## config.mk

```make
export PLATFORM = sky130hd
export DESIGN_NAME = abs_max_tracker
export DESIGN_NICKNAME = d
export VERILOG_FILES = /design/src/rtl/abs_max_tracker.sv
export SDC_FILE = /design/constraint.sdc
export NUM_CORES = 1
export LEC_CHECK = 0
export BUFFER_PORTS_ARGS = -buffer_cell sky130_fd_sc_hd__buf_2
export CORE_ASPECT_RATIO = 1.2
export CORE_MARGIN = 3
export CORE_UTILIZATION = 57
export CTS_CLUSTER_SIZE = 16
export DETAILED_ROUTE_END_ITERATION = 10
export HOLD_SLACK_MARGIN = 0.08
export PLACE_DENSITY = 0.88
export REMOVE_ABC_BUFFERS = 1
export SKIP_LAST_GASP = 1
export SLEW_MARGIN = 5
export SYNTH_ARGS = -nofsm -noshare
export SYNTH_HDL_FRONTEND = slang
export SYNTH_SLANG_ARGS = --single-unit
```

## constraint.sdc

```tcl
create_clock -name clk -period 3.3 [get_ports clk]
set_clock_uncertainty 0.2 [all_clocks]
set_input_delay 0.66 -clock clk [delete_from_list [all_inputs] [get_ports clk]]
set_output_delay 0.66 -clock clk [all_outputs]
set_load 0.01 [all_outputs]
```

## src/rtl/abs_max_tracker.sv

```systemverilog
// Purpose  : tracks the largest unsigned magnitude in a LEN-sample frame and the index of its first occurrence.
// Latency  : done pulses one cycle after the edge that accepts the last sample. Results load on that same edge.
// Backpress: in_ready is high only in COLLECT. Upstream holds abs_in/in_valid until it sees in_ready.
//
// Ports:
//   clk, rst          rising-edge clock; asynchronous active-high reset
//   start             begins a frame (sampled only in IDLE)
//   abs_in, in_valid  magnitude sample and its valid qualifier
//   in_ready          sample accepted on edges where in_valid && in_ready
//   busy              high in COLLECT and DONE
//   done              one-cycle pulse when max_out/max_idx hold a new frame result
//   max_out, max_idx  largest magnitude of the last completed frame and its first index
module abs_max_tracker #(
    parameter int N    = 5,
    parameter int LEN  = 8,
    parameter int IDXW = 3
) (
    input  logic            clk,
    input  logic            rst,
    input  logic            start,
    input  logic [N-1:0]    abs_in,
    input  logic            in_valid,
    output logic            in_ready,
    output logic            busy,
    output logic            done,
    output logic [N-1:0]    max_out,
    output logic [IDXW-1:0] max_idx
);

    typedef enum logic [1:0] {
        S_IDLE    = 2'd0,
        S_COLLECT = 2'd1,
        S_DONE    = 2'd2
    } state_t;

    localparam logic [IDXW-1:0] LAST_IDX = IDXW'(LEN - 1);
    localparam logic [IDXW-1:0] IDX_ONE  = IDXW'(1);

    state_t          r_state;
    state_t          w_next_state;
    logic [IDXW-1:0] r_count;
    logic [N-1:0]    r_run_max;
    logic [IDXW-1:0] r_run_idx;
    logic [N-1:0]    r_max_out;
    logic [IDXW-1:0] r_max_idx;

    logic            w_accept;
    logic            w_last;
    logic            w_greater;
    logic [N-1:0]    w_new_max;
    logic [IDXW-1:0] w_new_idx;

    // abs_in only matters when a beat is actually accepted.
    assign w_accept  = in_valid && (r_state == S_COLLECT);
    assign w_last    = w_accept && (r_count == LAST_IDX);

    // Strict compare: ties keep the earlier index. run_max starts at 0 so the
    // first beat always loads index 0, even for an all-zero frame.
    assign w_greater = (abs_in > r_run_max);
    assign w_new_max = w_greater ? abs_in  : r_run_max;
    assign w_new_idx = w_greater ? r_count : r_run_idx;

    always_ff @(posedge clk or posedge rst) begin
        if (rst) begin
            r_state <= S_IDLE;
        end else begin
            r_state <= w_next_state;
        end
    end

    always_comb begin
        w_next_state = r_state;
        case (r_state)
            S_IDLE: begin
                if (start) begin
                    w_next_state = S_COLLECT;
                end
            end
            S_COLLECT: begin
                if (w_last) begin
                    w_next_state = S_DONE;
                end
            end
            S_DONE: begin
                // start is deliberately ignored here; a new frame needs IDLE.
                w_next_state = S_IDLE;
            end
            default: begin
                w_next_state = S_IDLE;
            end
        endcase
    end

    always_ff @(posedge clk or posedge rst) begin
        if (rst) begin
            r_count   <= '0;
            r_run_max <= '0;
            r_run_idx <= '0;
            r_max_out <= '0;
            r_max_idx <= '0;
        end else begin
            case (r_state)
                S_IDLE: begin
                    r_count   <= '0;
                    r_run_max <= '0;
                    r_run_idx <= '0;
                end
                S_COLLECT: begin
                    if (w_accept) begin
                        r_run_max <= w_new_max;
                        r_run_idx <= w_new_idx;
                        if (w_last) begin
                            // Published results include the compare of the final beat.
                            r_max_out <= w_new_max;
                            r_max_idx <= w_new_idx;
                            r_count   <= '0;
                        end else begin
                            r_count   <= r_count + IDX_ONE;
                        end
                    end
                end
                default: begin
                end
            endcase
        end
    end

    assign in_ready = (r_state == S_COLLECT);
    assign busy     = (r_state != S_IDLE);
    assign done     = (r_state == S_DONE);
    assign max_out  = r_max_out;
    assign max_idx  = r_max_idx;

endmodule

```

Yosys cells after proc, flatten, opt, wreduce, memory -nomap -nowiden
Index checks and enable logic that the tools add are counted.
W data, S select, Z words.

cells by class
  reduce and logical (&&, ||, !) cells = 8
  shift operators = 0
  equal/unequal tests = 6
  bitwise operators = 0
  multiply operators = 0
  divide/modulo/power cells = 0
  add/subtract/negate cells = 1
  magnitude comparators = 1
  multiplexer cells = 12

operators with widths
  kind                   count
  $mux W3                4
  $pmux W3 S2            2
  $mux W5                2
  $pmux W5 S2            1
  $gt A5 B5 Y1           1
  $mux W2                2
  $ne A2 B1 Y1 const B   2
  $pmux W2 S2            1
  $reduce_and A2 Y1      2
  $reduce_bool A2 Y1     2
  $add A3 B1 Y3 const B  1
  $eq A3 B3 Y1 const B   1
  $reduce_and A3 Y1      1
  $eq A2 B1 Y1 const B   1
  $eq A2 B2 Y1 const B   1
  $logic_and A1 B1 Y1    2
  $logic_not A2 Y1       1
  $ne A2 B2 Y1 const B   1

word-level totals
  memory bits (writable) = 0
  input bits = 9
  output and inout port bits = 11
  bits in latches = 0
  memories kept = 0
  memory bits (read-only) = 0
  bits in registers = 21

Logic depth before layout (Yosys ltp)
Gate-level depths: netlist (run 1).

  word-level depth = 6
  gate-level depth with buffers = 7

Worst setup path before layout (run 1)
No wires, ideal clock.

  path kind = input-to-reg
  start point = in abs_in[2]
  end point = reg r_max_idx[1], in the netlist max_idx[1]
  stages = 5
  arrival time = 1.870 ns
  library setup time = 0.134 ns
  data required time = 2.966 ns
  path buffers = 0
  slack = 1.095 ns
  cell sequence = ha_1 > and4_4 > a211o_2 > o221ai_1 > a211oi_2

on the way
  longest elaborated chain between the ends = 2

ends and longest elaborated chain
  item                  RTL line  text
  from (decl)           21        input logic [N-1:0] abs_in,
  $gt A5 B5 Y1          59        assign w_greater = (abs_in > r_run_max);
  $mux W3               61        assign w_new_idx = w_greater ? r_count : r_run_idx;
  to (signal assigned)  115       r_max_idx <= w_new_idx;
  to (decl)             45        logic [IDXW-1:0] r_max_idx;

No other way between the ends.
A chain may end at the register's enable or synchronous reset.

Final worst setup path (run 1)
  start point = reg r_run_max[2]
  end point = reg r_run_max[3]

on the way
  longest elaborated chain between the ends = 4

ends and longest elaborated chain
  item                    RTL line  text
  from (decl)             42        logic [N-1:0] r_run_max;
  from (signal assigned)  110       r_run_max <= w_new_max;
  $gt A5 B5 Y1            59
  $mux W5                 60        assign w_new_max = w_greater ? abs_in : r_run_max;
  $mux W5                 109       if (w_accept) begin
  $pmux W5 S2             102       case (r_state)

No other way between the ends. The select of a mux whose other input is x is not followed.

==> results of run 1 <==
[cell families after synthesis]
group	count (synthesis)
compound gates	36
fa+ha+maj	7
buf+inv	12
flops	21
mux	1
simple gates	44
[power groups by stage]
stage	Clock, mW	Combinational [mW]	Sequential [mW]
after floorplan	0	0.378	0.448
after global placement	0	0.513	0.441
after detailed placement	0	0.527	0.449
after CTS	0.133	0.530	0.443
after global routing	0.141	0.586	0.457
final	0.129	0.528	0.444
[cell type report]
| class | count | area share, % |
|---|---|---|
| multi-input cells | 88 | 49.0 |
| flip-flops and latches | 21 | 37.4 |
| repair buffers | 19 | 6.77 |
| well taps | 30 | 2.67 |
| inverters | 8 | 2.23 |
| clock buffers | 4 | 1.87 |
[sequential cells by signal (all words and copies together), names as in the netlist]
name	count
max_out	5
r_run_idx	3
r_state	2
max_idx	3
r_count	3
r_run_max	5
[worst paths after layout]
path,start,endpoint,slack [ns]
worst max-delay path,r_run_max[2]$_DFFE_PP0P_,r_run_max[3]$_DFFE_PP0P_,1.16
worst max register to register,r_run_max[2]$_DFFE_PP0P_,r_run_max[3]$_DFFE_PP0P_,1.16
worst min register to register,r_run_max[4]$_DFFE_PP0P_,r_run_max[4]$_DFFE_PP0P_,0.34
min in group clk,start,r_state[0]$_DFFE_PP0P_,0.34
worst min-delay path,rst,max_idx[0]$_DFFE_PP0P_,0.26
max in group asynchronous,rst,max_out[0]$_DFFE_PP0P_,2.16
[cells in the final DEF (no fill, tap or decap), drive strengths merged, types with 2 or more instances in the layout]
cell and instances:
dfrtp 21, buf 19, nand2 18, o221ai 8
a22o 7, nor3 7, nor4 7, a211oi 7
inv 7, ha 7, o21ai 6, clkbuf 4
nor2 3, a21oi 3, nor2b 2
[per-layer routing]
metal  vias to the layer above  global-route usage (%)  share of wire, %
met5                         -                       0                 0
met4                         0                    12.6               2.4
met3                         7                    3.08               6.8
met2                        52                    36.4                48
met1                       485                    23.7                43
li1                        505                       -                 -
==> run_results.csv, run 1 <==
group,metric,value,unit
outcome,status,"complete, no violations",
route,wl_per_cell,15.5,um
grt,grt.total_usage,20.7,%
cells_and_area,nFillCells,174,
setup_path,cp-start-kind,"flip-flop",
cts,h-tree-depth,1,
cts,cts_resized,0,
cells_and_area,stdcell_count,170,
synth,synth_ff_type,"dfrtp_1",
synth,yosysMostFrequentCell,"dfrtp_1",
sta,post-route-period-util,64.8,%
synth,synth_top_area_cell,"dfrtp_1",
place,placed_cells,166,
route,routed_via_density,6.17,
synth,synth_edf_count,0,
power,cellLeakagePower,0.644,nW
power,switchingPower,0.476,mW
synth,synth_area_leaders,"dfrtp_1 (41%), a211oi_2 (6.8%), ha_1 (6.8%)",
cts,post_cts.repair.setup_buffers,0,
cells_and_area,antenna_cells,0,
cells_and_area,multi_input_area,688,um^2
cts,clkTransAtPathRegs,0.12,ns
synth,synth_compound_area_share,27.1,%
cells_and_area,area_delta_synth_final,9.68,%
route,drt_pass1_iterations,4,
synth,synth_seq_cells,21,
power,combPwrFrac,48.0,%
synth,seq_area_frac_synth,41.1,%
cells_and_area,finalNetCount,157,
route,ant_nets,0,
sta,drv_slew,0,
setup_path,arrival,2.20,ns
cts,cts_sinks,21,
floorplanning,rows,18,
setup_path,cp_top_family,"compound AO/OA/AOI/OAI gates",
synth,syn_area,1280,um^2
hold_path,min_path_type,"primary input to async pin",
cts,clk_path_buf_depth,2,
sta,period_needed,2.14,ns
synth,synth_top_family_by_area,"compound AO/OA/AOI/OAI gates",
power,sw_frac_of_total,43.3,%
cells_and_area,drive_gt1_share,30.0,%
route,drt_iter0_drc,32,
floorplanning,floorplan.io_pins,20,
synth,synthMuxAreaShare,0.782,%
setup_path,worst_path_max_delay_cell,"dfrtp_1",
synth,netlist.area_leader.share,41.1,%
cells_and_area,final_cell_area,1400,um^2
cts,cts_root_buffer,"clkbuf_4",
cts,numCtsBuffers,3,
place,portBuffers,19,
sta,fmaxAchievable,468,MHz
grt,grt_max_degree,22,
cells_and_area,seq_area,526,um^2
place,place_ws,0.861,ns
setup_path,cp_cell_sequence,"inv_1, ha_1, a21oi_2, o221ai_4, o211ai_2, a22o_1",
run,max_cap_viol_count,0,
place,place.gp.congestion,0.853,
sta,whs,0.259,ns
floorplanning,die_h,57.9,um
synth,syn-mean-instance-area,10.6,um^2
sta,fin_ws,1.16,ns
cts,cts_hold_buf,0,
setup_path,crit_type,"flip-flop to flip-flop",
route,num_vias,1049,
grt,grt_pass1_vias,1005,
setup_path,crit_fanout,7,
setup_path,cpPeakStageDelay,0.43,ns
setup_path,r2r_cells,6,
floorplanning,start_util,61.1,%
setup_path,cp.depth,6,
route,wirelength,2630,um
power,ir_drop,0.512,mV
synth,ys_warn_count,0,
sta,setup-tns-final,0,ns
grt,antenna_found_initial,0,
power,p_int,0.625,mW
power,p_clk_share,11.7,%
place,hpwl,1940,um
sta,setup_viol,0,
power,pwr-share-seq,40.4,%
power,p_total,1.10,mW
synth,yosys.area_share.simple,19.1,%
sta,hold_viol,0,
route,route.detailed.drc,0,
power,p_per_area,784,nW/um^2
floorplanning,die-area,2850,um^2
sta,worst_pin_slew,0.768,ns
cells_and_area,final_core_util,67.0,%
floorplanning,die_w,49.3,um
grt,grt_overflow,0,
synth,synth_xor_area_share,0,%
sta,slew_headroom,48.7,%
synth,yosys-top-cells-count,"dfrtp_1 (21), nand2_1 (16)",
synth,synthDistinctLibCells,36,
setup_path,critPathBufInv,1,
sta,grt_setup_unrepaired,"no",
floorplanning,core,2090,um^2
place,postPlaceCellArea,1380,um^2
cts,clk_latency,0.31,ns
cts,tritoncts,"built",
synth,synthAdderAreaFrac,6.84,%
grt,grt_pass1_wl,4440,um
synth,synthCells,121,
setup_path,worst-endpoint-required,3.36,ns
setup_path,crit_path_end_kind,"flip-flop",
synth,async_flop_share,100,%
No activity file was read; power rests on OpenSTA's default activity.
==> inputs of run 2 (changes only) <==
--- a/config.mk
+++ b/config.mk
@@ -5,14 +5,15 @@
 export SDC_FILE = /design/constraint.sdc
 export NUM_CORES = 1
 export LEC_CHECK = 0
+export ABC_AREA = 1
 export BUFFER_PORTS_ARGS = -buffer_cell sky130_fd_sc_hd__buf_2
 export CORE_ASPECT_RATIO = 1.2
 export CORE_MARGIN = 3
-export CORE_UTILIZATION = 57
+export CORE_UTILIZATION = 54
 export CTS_CLUSTER_SIZE = 16
 export DETAILED_ROUTE_END_ITERATION = 10
 export HOLD_SLACK_MARGIN = 0.08
-export PLACE_DENSITY = 0.88
+export PLACE_DENSITY = 0.85
 export REMOVE_ABC_BUFFERS = 1
 export SKIP_LAST_GASP = 1
 export SLEW_MARGIN = 5
==> constraint.sdc (replaced) <==
create_clock -name clk -period 2.1 [get_ports clk]
set_clock_uncertainty 0.2 [all_clocks]
set_input_delay 0.42 -clock clk [delete_from_list [all_inputs] [get_ports clk]]
set_output_delay 0.42 -clock clk [all_outputs]
set_load 0.01 [all_outputs]
==> run 2 against run 1 <==
  * Hold slack worse by 0.099 ns
  * Die area fell by 5.4%
  * Clock power grew 56%
  * Non-clock buffer count grew 3
  * Sequential power up 51%
  * Register-to-register slack lost 0.88 ns
  * Combinational power increased by 61%
  * Design area is 7.5% lower
  * Critical endpoint is now max_out[0]$_DFFE_PP0P_
  * Largest power group unchanged
==> run_results.csv, run 2 <==
group,metric,value,unit
setup_path,worst_r2r_startpoint,"r_run_max[3]$_DFFE_PP0P_",
route,drt_iter0_drc,12,
sta,fin_ws,0.280,ns
sta,fmaxAchievable,549,MHz
setup_path,cp_top_family,"simple AND/OR/NAND/NOR gates",
outcome,status,"complete, no violations",
setup_path,crit_path_end_kind,"flip-flop",
hold_path,holdPathEnd,"r_state[0]$_DFFE_PP0P_",
floorplanning,core,1910,um^2
synth,yosys-top-cells-count,"nand2_1 (46), nand3_1 (25), inv_1 (24), dfrtp_1 (21), ha_1 (7)",
setup_path,r2r_end,"max_out[0]$_DFFE_PP0P_",
cells_and_area,final_core_util,67.8,%
synth,synth_edf_count,0,
grt,grt_pass1_vias,1011,
sta,period_needed,1.82,ns
floorplanning,die_w,47.9,um
synth,synthCells,144,
cts,cts_resized,0,
cells_and_area,nFillCells,164,
synth,ys_warn_count,0,
cells_and_area,stdcell_count,188,
cells_and_area,final_cell_area,1300,um^2
synth,syn_area,1140,um^2
route,ant_nets,0,
synth,synth_area_leaders,"dfrtp_1 (46%), nand2_1 (15%), nand3_1 (11%)",
grt,grt_pass1_wl,4040,um
setup_path,cp-start-kind,"flip-flop",
sta,grt_setup_unrepaired,"no",
route,routed_via_density,5.36,
cells_and_area,antenna_cells,0,
synth,seq_area_frac_synth,46.2,%
floorplanning,die-area,2700,um^2
place,postPlaceCellArea,1260,um^2
sta,whs,0.160,ns
synth,synth_seq_cells,21,
synth,yosysMostFrequentCell,"nand2_1",
run,max_cap_viol_count,0,
sta,drv_slew,0,
route,wl_per_cell,12.3,um
place,portBuffers,19,
synth,synth_top_area_cell,"dfrtp_1",
setup_path,cpPeakStageDelay,0.37,ns
cells_and_area,drive_gt1_share,20.1,%
sta,setup_viol,0,
route,num_vias,1008,
hold_path,hold_start,"start",
setup_path,crit_fanout,8,
cts,tritoncts,"built",
grt,grt_max_degree,22,
setup_path,path_common_cell,"nand2_1",
route,route.detailed.drc,0,
setup_path,r2r_cells,9,
sta,slew_headroom,69.4,%
grt,grt_overflow,0,
place,place_ws,0.149,ns
place,placed_cells,183,
setup_path,cp_cell_sequence,"inv_1, ha_1, nand2_1, nor2_2, nand2_1, nand2_4, nand2_1, nand3_1, nand2_1",
cts,clk_latency,0.31,ns
sta,worst_pin_slew,0.459,ns
setup_path,worst_path_max_delay_cell,"dfrtp_1",
route,wirelength,2320,um
setup_path,worst-endpoint-required,2.12,ns
cts,h-tree-depth,1,
cells_and_area,area_delta_synth_final,14.1,%
place,hpwl,1830,um
synth,synth_ff_type,"dfrtp_1",
power,p_total,1.72,mW
hold_path,whs_path_depth,3,
synth,synthDistinctLibCells,18,
power,p_per_area,1320,nW/um^2
cells_and_area,layout_commonest_cell,"nand2_1",
synth,netlist.area_leader.share,46.2,%
floorplanning,start_util,59.5,%
synth,async_flop_share,100,%
grt,grt.total_usage,20.5,%
cts,clkTransAtPathRegs,0.12,ns
setup_path,arrival,1.84,ns
floorplanning,die_h,56.3,um
synth,syn-mean-instance-area,7.91,um^2
cells_and_area,layout_common_cells,"nand2_1 (46), nand3_1 (25), inv_1 (24), dfrtp_1 (21), buf_2 (19)",
cells_and_area,finalNetCount,186,
grt,antenna_found_initial,0,
cts,cts_sinks,21,
power,ir_drop,0.922,mV
sta,hold_viol,0,
cts,cts_root_buffer,"clkbuf_4",
setup_path,crit_type,"flip-flop to flip-flop",
cts,numCtsBuffers,3,
power,cellLeakagePower,0.757,nW
floorplanning,floorplan.io_pins,20,
place,place.gp.congestion,0.880,
hold_path,min_path_type,"primary input to flip-flop",
floorplanning,rows,17,
cts,clk_path_buf_depth,2,
setup_path,critPathBufInv,1,
setup_path,r2r_slack,0.28,ns
route,drt_pass1_iterations,4,
sta,post-route-period-util,86.7,%
sta,setup-tns-final,0,ns
[run 2: cell count changes in the layout (fill, tap and decap cells not counted), sizes merged, moves of 2 or more]
cell    previous run  this run
buf               19        21
nand2             18        48
inv                7        26
nand3              1        26
a211oi             7         0
a22o               7         0
nor2b              2         0
nor4               7         0
o21ai              6         4
nor3               7         1
o221ai             8         0
nor2               3         5
[run 2: how the worst max path moves through the flow]
stage                                         from                       end  slack (ns)  depth (start not counted)
after floorplan                          abs_in[4]  r_run_max[3]$_DFFE_PP0P_        0.39                          7
after global placement                   abs_in[4]    max_idx[0]$_DFFE_PP0P_        0.19                          8
after detailed placement                 abs_in[4]    max_out[0]$_DFFE_PP0P_        0.15                          8
after CTS                 r_run_max[3]$_DFFE_PP0P_    max_out[0]$_DFFE_PP0P_        0.29                          9
after global routing      r_run_max[1]$_DFFE_PP0P_    max_out[2]$_DFFE_PP0P_         0.1                          9
final                     r_run_max[3]$_DFFE_PP0P_    max_out[0]$_DFFE_PP0P_        0.28                          9
[run 2: cells by family (layout without fill, tap and decap cells)]
family	count (synthesis)	count (layout)	share of synthesized area [%]
AND/OR/NAND/NOR	81	81	32.5
buffers and inverters	27	52	9.56
flip-flops	21	21	46.2
AO/OA/AOI/OAI	8	8	4.07
adder cells (fa/ha/maj)	7	7	7.69
[run 2: repair_timing]
item	4_1_cts	5_1_grt
hold endpoints to repair	21	0
buffers inserted	0	0
hold buffers	1	0
[run 2: area by class of cell]
type / instances / area (um^2) / share of cell area, %
timing repair buffer: 22 / 120 / 9.25
multi-input combinational: 96 / 504 / 38.8
inverter: 26 / 97.6 / 7.51
clock inverter: 1 / 5.00 / 0.385
clock buffer: 3 / 22.5 / 1.73
sequential: 21 / 526 / 40.5
tap: 19 / 23.8 / 1.83
[run 2: metal layers]
metal / vias up / part of all wire, % / global-route usage (%) / wire length (um)
li1: 500 / - / - / -
met1: 477 / 43 / 24.1 / 985
met2: 23 / 50 / 33.1 / 1150
met3: 8 / 4.1 / 5.13 / 94
met4: 0 / 3.6 / 9.62 / 84
met5: - / 0 / 0 / 0
[run 2: tightest hold or removal path: stages]
cell and delay [ns]:
buf_2 0.08, nor2_1 0.04, o21bai_1 0.11
[run 2: where the power goes]
| part | switching (mW) | total [mW] | internal (mW) |
|---|---|---|---|
| sequential | 0.0900 | 0.670 | 0.580 |
| clock | 0.130 | 0.201 | 0.0713 |
| combinational | 0.537 | 0.849 | 0.312 |
| total | 0.757 | 1.72 | 0.962 |
